$ cat config.mk
export PLATFORM = sky130hd
export DESIGN_NAME = sa_processing_element_pool
export DESIGN_NICKNAME = d
export VERILOG_FILES = /design/src/rtl/sa_processing_element_pool.sv
export SDC_FILE = /design/constraint.sdc
export NUM_CORES = 1
export LEC_CHECK = 0
export CAP_MARGIN = 20
export CORE_ASPECT_RATIO = 0.8
export CORE_UTILIZATION = 25
export DETAILED_ROUTE_END_ITERATION = 6
export GPL_TIMING_DRIVEN = 0
export SLEW_MARGIN = 20
export SYNTH_ARGS = -nofsm -noshare
export SYNTH_HDL_FRONTEND = slang
export SYNTH_SLANG_ARGS = --single-unit
$ cat constraint.sdc
create_clock -name clk -period 6.4 [get_ports clk]
set_input_delay 1.92 -clock clk [delete_from_list [all_inputs] [get_ports clk]]
set_output_delay 1.92 -clock clk [all_outputs]
set_load 0.1 [all_outputs]
$ cat src/rtl/sa_processing_element_pool.sv
`default_nettype none
// sa_processing_element_pool: signed MAX / MIN / saturating-SUM pooling PE with a
// self-closing window counter and registered a/b/valid propagation. Rev 1.0
module sa_processing_element_pool #(
  parameter  int IA_W    = 16,
  parameter  int IB_W    = 16,
  parameter  int OC_W    = 24,
  parameter  int WIN_MAX = 16,
  localparam int CNT_W   = $clog2(WIN_MAX + 1)
) (
  input  logic             clk,
  input  logic             rst,
  input  logic [IA_W-1:0]  a,
  input  logic             a_valid,
  input  logic [IB_W-1:0]  b,
  input  logic [OC_W-1:0]  c,
  input  logic [1:0]       mode,
  input  logic [CNT_W-1:0] win_len,
  input  logic             reg_clear,
  input  logic             pipeline_en,
  input  logic             preload_en,
  output logic [IA_W-1:0]  a_out,
  output logic [IB_W-1:0]  b_out,
  output logic             a_valid_out,
  output logic [OC_W-1:0]  c_out,
  output logic             c_valid
);

  localparam logic [1:0]             MODE_MIN  = 2'b01;
  localparam logic [1:0]             MODE_SUM  = 2'b10;
  localparam logic [CNT_W-1:0]       WIN_MAX_C = CNT_W'(WIN_MAX);
  localparam logic signed [OC_W-1:0] SAT_POS   = {1'b0, {(OC_W-1){1'b1}}};
  localparam logic signed [OC_W-1:0] SAT_NEG   = {1'b1, {(OC_W-1){1'b0}}};

  typedef enum logic [0:0] {S_EMPTY = 1'b0, S_ACCUM = 1'b1} state_t;

  state_t                 state_q;
  logic [IA_W-1:0]        a_q;
  logic [IB_W-1:0]        b_q;
  logic                   a_valid_q;
  logic                   c_valid_q;
  logic signed [OC_W-1:0] acc_q;
  logic signed [OC_W-1:0] c_out_q;
  logic [CNT_W-1:0]       cnt_q;
  logic [CNT_W-1:0]       win_q;
  logic [1:0]             mode_q;

  logic signed [IA_W-1:0] a_s;
  logic signed [OC_W-1:0] a_ext;
  logic signed [OC_W:0]   sum_ext;
  logic signed [OC_W-1:0] acc_d;
  logic [CNT_W-1:0]       cnt_d;
  logic [CNT_W-1:0]       eff_win;
  logic [CNT_W-1:0]       cur_win;
  logic                   done;

  always_comb begin
    if (win_len == '0)
      eff_win = CNT_W'(1);
    else if (win_len > WIN_MAX_C)
      eff_win = WIN_MAX_C;
    else
      eff_win = win_len;

    a_s     = a;
    a_ext   = OC_W'(a_s);
    sum_ext = {acc_q[OC_W-1], acc_q} + {a_ext[OC_W-1], a_ext};

    // First sample of a window seeds the accumulator; mode 11 falls through to MAX.
    if (state_q == S_EMPTY)
      acc_d = a_ext;
    else if (mode_q == MODE_MIN)
      acc_d = (a_ext < acc_q) ? a_ext : acc_q;
    else if (mode_q == MODE_SUM) begin
      if (sum_ext[OC_W] != sum_ext[OC_W-1])
        acc_d = sum_ext[OC_W] ? SAT_NEG : SAT_POS;
      else
        acc_d = sum_ext[OC_W-1:0];
    end else
      acc_d = (a_ext > acc_q) ? a_ext : acc_q;

    cur_win = (state_q == S_EMPTY) ? eff_win : win_q;
    cnt_d   = (state_q == S_EMPTY) ? CNT_W'(1) : cnt_q + 1'b1;
    done    = (cnt_d == cur_win);
  end

  always_ff @(posedge clk or posedge rst) begin
    if (rst) begin
      state_q   <= S_EMPTY;
      a_q       <= '0;
      b_q       <= '0;
      a_valid_q <= 1'b0;
      c_valid_q <= 1'b0;
      acc_q     <= '0;
      c_out_q   <= '0;
      cnt_q     <= '0;
      win_q     <= '0;
      mode_q    <= '0;
    end else if (reg_clear) begin
      state_q   <= S_EMPTY;
      a_q       <= '0;
      b_q       <= '0;
      a_valid_q <= 1'b0;
      c_valid_q <= 1'b0;
      acc_q     <= '0;
      c_out_q   <= '0;
      cnt_q     <= '0;
      win_q     <= '0;
      mode_q    <= '0;
    end else if (!pipeline_en) begin
      c_valid_q <= 1'b0;
    end else begin
      a_q       <= a;
      b_q       <= b;
      a_valid_q <= a_valid;
      c_valid_q <= 1'b0;
      // Window configuration is captured only when a window opens.
      if (state_q == S_EMPTY && (preload_en || a_valid)) begin
        win_q  <= eff_win;
        mode_q <= mode;
      end
      if (preload_en) begin
        acc_q   <= c;
        state_q <= S_ACCUM;
      end else if (a_valid) begin
        acc_q <= acc_d;
        if (done) begin
          c_out_q   <= acc_d;
          c_valid_q <= 1'b1;
          cnt_q     <= '0;
          state_q   <= S_EMPTY;
        end else begin
          cnt_q     <= cnt_d;
          state_q   <= S_ACCUM;
        end
      end
    end
  end

  assign a_out       = a_q;
  assign b_out       = b_q;
  assign a_valid_out = a_valid_q;
  assign c_out       = c_out_q;
  assign c_valid     = c_valid_q;

endmodule
`default_nettype wire

==> run_results.csv, run 1 <==
group,metric,value,unit
status,status,"completed",
timing,fin_tns_setup,0,ps
worst_setup_path,worstSetupEndpointType,"register",
route,wire_per_inst,18.86,um
pwr,peakVddDrop,0.0001347,V
route,wirelength,26650,um
logic_synthesis,synth-edff-count,0,
route,drc_errors,0,
finish,nNetsFinal,1121,
floorplanning,initial_core_util,25.73,%
logic_synthesis,synth_xor_area_share,2.872,%
timing,setup_viol,0,
logic_synthesis,ys_seq_elements,95,
global_routing,antenna_found_initial,0,
clock_network,cts_buffers,9,
clock_network,cts_root_buf,"clkbuf_16",
clock_network,ctsResizeCount,0,
finish,finalNonFillerCells,1413,
worst_setup_path,crit_type,"in -> reg",
timing,max_freq,176.8,MHz
logic_synthesis,synthMuxAreaShare,6.531,%
clock_network,path_clk_slew,70,ps
finish,area_growth_syn_to_layout,27.01,%
logic_synthesis,yosysWarnings,0,
logic_synthesis,synth_top_family_by_area,"compound AO/OA/AOI/OAI gates",
global_routing,grt_pass1_vias,6963,
floorplanning,io_pins,127,
clock_network,clock-sinks,95,
global_routing,grt_pass1_wl,41150,um
floorplanning,core,29640,um2
min_path,hp-class,"reg -> reg",
floorplanning,die_h,158.2,um
logic_synthesis,ys_async_sr_fraction,100.0,%
placed_design,place.detailed.hpwl,20940,um
logic_synthesis,synth-compound-area-share,24.60,%
clock_network,clockBufferDepth,2,
run,cap_violations,0,
route,first_iter_violations,565,
pwr,cellPowerDensity,277.1,nW/um2
clock_network,post-cts-setup-buffers,0,
finish,fin_area,9684,um2
route,drt-met1-wl,13170,um
route,wl_met3,2150,um
timing,rsz0062_at_grt,"no",
finish,mostFrequentLayoutCell,"clkdlybuf4s50_1",
timing,slew_violations,0,
logic_synthesis,syn_inst,866,
logic_synthesis,syn-mean-instance-area,8.805,um2
clock_network,hold_buffers,0,
logic_synthesis,syn_nets,985,
placed_design,dp_cells,1397,
logic_synthesis,synth_simple_gate_area_share,19.15,%
clock_network,cts-htree-levels,3,
route,dr_total_vias,7297,
finish,final_util,32.67,%
global_routing,gr-total-overflow,0,
worst_setup_path,cp-start-kind,"input pin",
floorplanning,core.rowCount,56,
timing,min_period,5655,ps
clock_network,insertion_delay,370,ps
timing,fin_crit_sh,88.36,%
placed_design,place_area,9407,um2
placed_design,place_congestion,0.9200,
placed_design,port_buffers,124,
logic_synthesis,yosysUniqueCellTypes,87,
timing,slew_headroom,30.30,%
finish,fillers,3124,
route,met2_wirelength,11060,um
clock_network,cts_tree,"yes",
route,drtPass1Iterations,5,
finish,final_cell_mix,"clkdlybuf4s50_1 (123), nor2_1 (99), dfrtp_1 (95), a21oi_1 (55), inv_1 (54)",
floorplanning,die_area,31210,um2
route,viasPerCell,5.164,
worst_setup_path,cp.required,6630,ps
worst_setup_path,worstPathMaxFanout,10,
floorplanning,die_w,197.3,um
timing,skew,13.53,ps
timing,tightest_slew,1042,ps
pwr,leakage,4.087,nW
global_routing,grtUsageTotal,17.35,%
global_routing,grt_max_degree,69,
finish,antenna_cells,0,
logic_synthesis,synth_fa_ha_area_share,8.303,%
logic_synthesis,synthFlopType,"dfrtp_1",
worst_setup_path,arrival,5890,ps
route,top_layer,"met4",
timing,hold_viol,0,
logic_synthesis,netlist_area,7625,um2
logic_synthesis,synth-seq-area-share,31.18,%
finish,drive_gt1_share,9.633,%
route,ant_nets,0,
## cells in the mapped netlist, drive strengths merged (4+ instances only)
library cell / instances / area share, %
o21ai: 59 / 4.0
nand2b: 17 / 1.4
ha: 49 / 8.0
a32o: 4 / 0.53
mux2: 10 / 1.7
nor3b: 4 / 0.46
o311ai: 4 / 0.66
a22oi: 4 / 0.46
o22ai: 5 / 0.41
a221oi: 12 / 1.8
dfrtp: 95 / 31
o31ai: 9 / 0.89
nand4: 5 / 0.69
a22o: 13 / 1.5
nor4: 15 / 1.6
buf: 16 / 1.4
a21oi: 55 / 3.6
a221o: 7 / 0.92
xnor2: 19 / 2.2
o211ai: 10 / 1.4
o211a: 4 / 0.53
a31oi: 7 / 0.66
a211oi: 18 / 1.9
nand2: 51 / 2.6
mux2i: 37 / 4.9
nand3: 33 / 2.2
o221ai: 9 / 1.1
nor3: 23 / 1.5
nor2: 101 / 5.0
xor2: 6 / 0.69
inv: 55 / 2.7
o21a: 5 / 0.49
and3: 14 / 1.1
nor2b: 12 / 0.98
clkbuf: 36 / 3.2
## per-stage QoR
| stage | setup WS, ps | power [W] | hold slack (ps) |
|---|---|---|---|
| finish | 744.9 | 0.002684 | 490.6 |
| global route | 558.5 | 0.002829 | 513.8 |
| CTS | 275.2 | 0.002691 | 495.9 |
| detailed placement | -132.3 | 0.002151 | 479.6 |
| global placement | -82.46 | 0.002142 | 473.0 |
| floorplan | 1693 | 0.001766 | 489.6 |
## worst max-delay path: stages
cell and delay (ps):
clkdlybuf4s50_1 520, ha_1 280, fa_1 410, nor2b_1 190, o311ai_2 320, a31oi_1 200
a311o_1 380, nand4_2 170, a211o_1 220, clkbuf_1 510, nand3_1 170, a221oi_1 420
o21ai_0 160
## routing by layer
metal	vias to the layer above	global-route usage, %
li1	3434	-
met1	3564	25.31
met2	278	25.54
met3	21	4.303
met4	0	3.433
met5	-	0
## cell families after synthesis
group	after synthesis
AO/OA/AOI/OAI	252
XOR/XNOR	25
adder cells (fa/ha/maj)	50
buffers and inverters	107
flip-flops	95
multiplexers	47
AND/OR/NAND/NOR	290
## registers in the layout, summed over array words and instances (netlist names)
signal / flops
mode_q: 2
cnt_q: 5
state_q: 1
b_out: 16
win_q: 5
acc_q: 24
c_valid: 1
a_valid_out: 1
a_out: 16
c_out: 24
## final timing paths
kind	depth (start not counted)	start	slack (ps)	end
min in group asynchronous	2	rst	1900	c_out[13]$_DFFE_PP0P_
worst max register to register	12	acc_q[0]$_DFFE_PP0P_	2450	c_out[13]$_DFFE_PP0P_
worst min-delay path	2	c_out[10]$_DFFE_PP0P_	490	c_out[10]$_DFFE_PP0P_
worst min register to register	2	c_out[10]$_DFFE_PP0P_	490	c_out[10]$_DFFE_PP0P_
worst max-delay path	13	a[0]	740	c_out[13]$_DFFE_PP0P_
max in group asynchronous	3	rst	3880	c_out[16]$_DFFE_PP0P_
## report_power, final
group / switching, W / internal (W) / leakage (nW) / total, W
Combinational: 0.000934 / 0.000479 / 2.71 / 0.00141
Sequential: 0.0000685 / 0.000673 / 1.25 / 0.000741
Clock: 0.000254 / 0.000275 / 0.132 / 0.000529
Total: 0.00126 / 0.00143 / 4.09 / 0.00268
## layout make-up
| type | count | area [um2] | share of cell area, % |
|---|---|---|---|
| Sequential cell | 95 | 2377 | 24.55 |
| Multi-Input combinational cell | 664 | 4686 | 48.38 |
| Tap cell | 406 | 508.0 | 5.245 |
| Clock buffer | 10 | 239.0 | 2.468 |
| Timing Repair Buffer | 125 | 1264 | 13.05 |
| Clock inverter | 6 | 43.79 | 0.4522 |
| Inverter | 55 | 211.5 | 2.183 |
| Buffer | 52 | 355.3 | 3.669 |
Note: power is estimated with default switching activity, not from simulation.
==> run 2, diff against run 1 <==
- GPL_TIMING_DRIVEN: 0 -> default
- REMOVE_ABC_BUFFERS: default -> 1
==> run_results.csv, run 2 (synthesis gave the netlist of run 1 again) <==
group,metric,value,unit
status,status,"completed",
route,wl_met3,1899,um
finish,area_growth_syn_to_layout,24.07,%
global_routing,grt_pass1_vias,6777,
timing,final.setup.worst_slack,746.7,ps
worst_setup_path,cp-start-kind,"input pin",
timing,slew_violations,0,
clock_network,insertion_delay,360,ps
route,top_layer,"met4",
worst_setup_path,arrival,5870,ps
clock_network,cts-htree-levels,3,
finish,nNetsFinal,1086,
clock_network,hold_buffers,0,
route,viasPerCell,5.053,
placed_design,port_buffers,126,
finish,fin_area,9460,um2
clock_network,cts_buffers,9,
timing,fin_tns_setup,0,ps
clock_network,post-cts-setup-buffers,0,
pwr,cellPowerDensity,281.5,nW/um2
timing,hold_viol,0,
global_routing,antenna_found_initial,0,
global_routing,grt_pass1_wl,39010,um
finish,fillers,3121,
floorplanning,io_pins,127,
global_routing,grtUsageTotal,16.16,%
pwr,peakVddDrop,0.0001425,V
floorplanning,die_area,31210,um2
pwr,swShare,46.04,%
clock_network,ctsResizeCount,0,
timing,max_freq,176.9,MHz
global_routing,grt_max_degree,59,
route,ant_nets,0,
route,drc_errors,0,
pwr,combPwrFrac,50.5,%
finish,final_cell_mix,"clkdlybuf4s50_1 (124), nor2_1 (98), dfrtp_1 (95), a21oi_1 (55), inv_1 (54)",
placed_design,place_area,9154,um2
timing,rsz0062_at_grt,"no",
placed_design,dp_cells,1362,
finish,drive_gt1_share,9.259,%
worst_setup_path,worstPathMaxFanout,16,
floorplanning,initial_core_util,25.73,%
placed_design,place_congestion,0.8888,
placed_design,pre_cts_slack,405.1,ps
global_routing,gr-total-overflow,0,
pwr,pwr-share-clk,21.8,%
route,drtPass1Iterations,5,
run,cap_violations,0,
pwr,p_sw,0.001226,W
floorplanning,core,29640,um2
timing,min_period,5653,ps
route,wirelength,24800,um
route,first_iter_violations,505,
worst_setup_path,cp.required,6620,ps
clock_network,path_clk_slew,70,ps
pwr,sequentialPowerShare,27.7,%
route,met2_wirelength,10300,um
worst_setup_path,crit_type,"in -> reg",
finish,mostFrequentLayoutCell,"clkdlybuf4s50_1",
finish,antenna_cells,0,
clock_network,cts_tree,"yes",
min_path,hp-class,"reg -> reg",
floorplanning,core.rowCount,56,
pwr,leakage,3.999,nW
route,drt-met1-wl,12330,um
route,wire_per_inst,18.00,um
clock_network,clockBufferDepth,2,
clock_network,clock-sinks,95,
floorplanning,die_w,197.3,um
pwr,internal_power,0.001437,W
route,dr_total_vias,6963,
placed_design,place.detailed.hpwl,18450,um
timing,tightest_slew,1022,ps
timing,setup_viol,0,
timing,fin_crit_sh,88.33,%
timing,skew,10.82,ps
floorplanning,die_h,158.2,um
timing,slew_headroom,31.68,%
finish,finalNonFillerCells,1378,
worst_setup_path,worstSetupEndpointType,"register",
timing,whs,488.5,ps
clock_network,cts_root_buf,"clkbuf_16",
==> run 2: cell types whose count changed in the layout (fill, tap and decap cells not counted), sizes merged <==
cell,previous run,this run
inv,56,57
clkdlybuf4s50,123,124
clkinvlp,3,2
bufinv,0,1
clkinv,2,1
clkbuf,46,10
==> run 2: worst paths after layout <==
check / slack [ps] / from / cells after the start / end
worst max-delay path: 750 / a[15] / 12 / acc_q[13]$_DFFE_PP0P_
worst min-delay path: 490 / c_out[23]$_DFFE_PP0P_ / 2 / c_out[23]$_DFFE_PP0P_
worst max register to register: 2580 / acc_q[18]$_DFFE_PP0P_ / 10 / acc_q[13]$_DFFE_PP0P_
worst min register to register: 490 / c_out[23]$_DFFE_PP0P_ / 2 / c_out[23]$_DFFE_PP0P_
max in group asynchronous: 3270 / rst / 3 / acc_q[2]$_DFFE_PP0P_
min in group asynchronous: 2080 / rst / 2 / cnt_q[2]$_DFFE_PP0P_
==> run 2: layer usage <==
layer  global-route usage (%)  up-vias
met2                    23.79      249
met3                    3.963       18
li1                         -     3358
met5                        0        -
met4                    3.470        0
met1                    23.53     3338
==> run 2: critical path, cell delays in order <==
cell	delay, ps
clkdlybuf4s50_1	590
buf_4	270
buf_4	180
ha_1	330
nand3_2	120
nor4_4	350
nand2_1	190
or4_1	680
nand2_4	300
mux2_2	370
a221oi_1	370
o21ai_0	180
==> run 2: layout make-up <==
type	instances	area [um2]	area share, %
clock inverters	6	67.56	0.7142
repair buffers	142	1371	14.50
well taps	406	508.0	5.370
inverters	55	209.0	2.209
clock buffers	10	239.0	2.526
flip-flops and latches	95	2377	25.13
multi-input cells	664	4688	49.56
==> run 2: per-stage QoR <==
step	utilization (%)	total power, W
4_1_cts	31.92	0.002678
5_1_grt	31.92	0.002811
3_5_place_dp	30.88	0.002089
2_1_floorplan	-	0.001708
6_report	31.92	0.002663
3_3_place_gp	30.88	0.002089
==> run 2: power by group through the flow <==
| stage | Clock [W] | Combinational, W | Sequential [W] |
|---|---|---|---|
| after global routing | 0.000618 | 0.00144 | 0.000749 |
| after floorplan | 0 | 0.000647 | 0.00106 |
| final | 0.000579 | 0.00135 | 0.000738 |
| after global placement | 0 | 0.00134 | 0.000748 |
| after CTS | 0.000594 | 0.00135 | 0.000738 |
| after detailed placement | 0 | 0.00134 | 0.000748 |
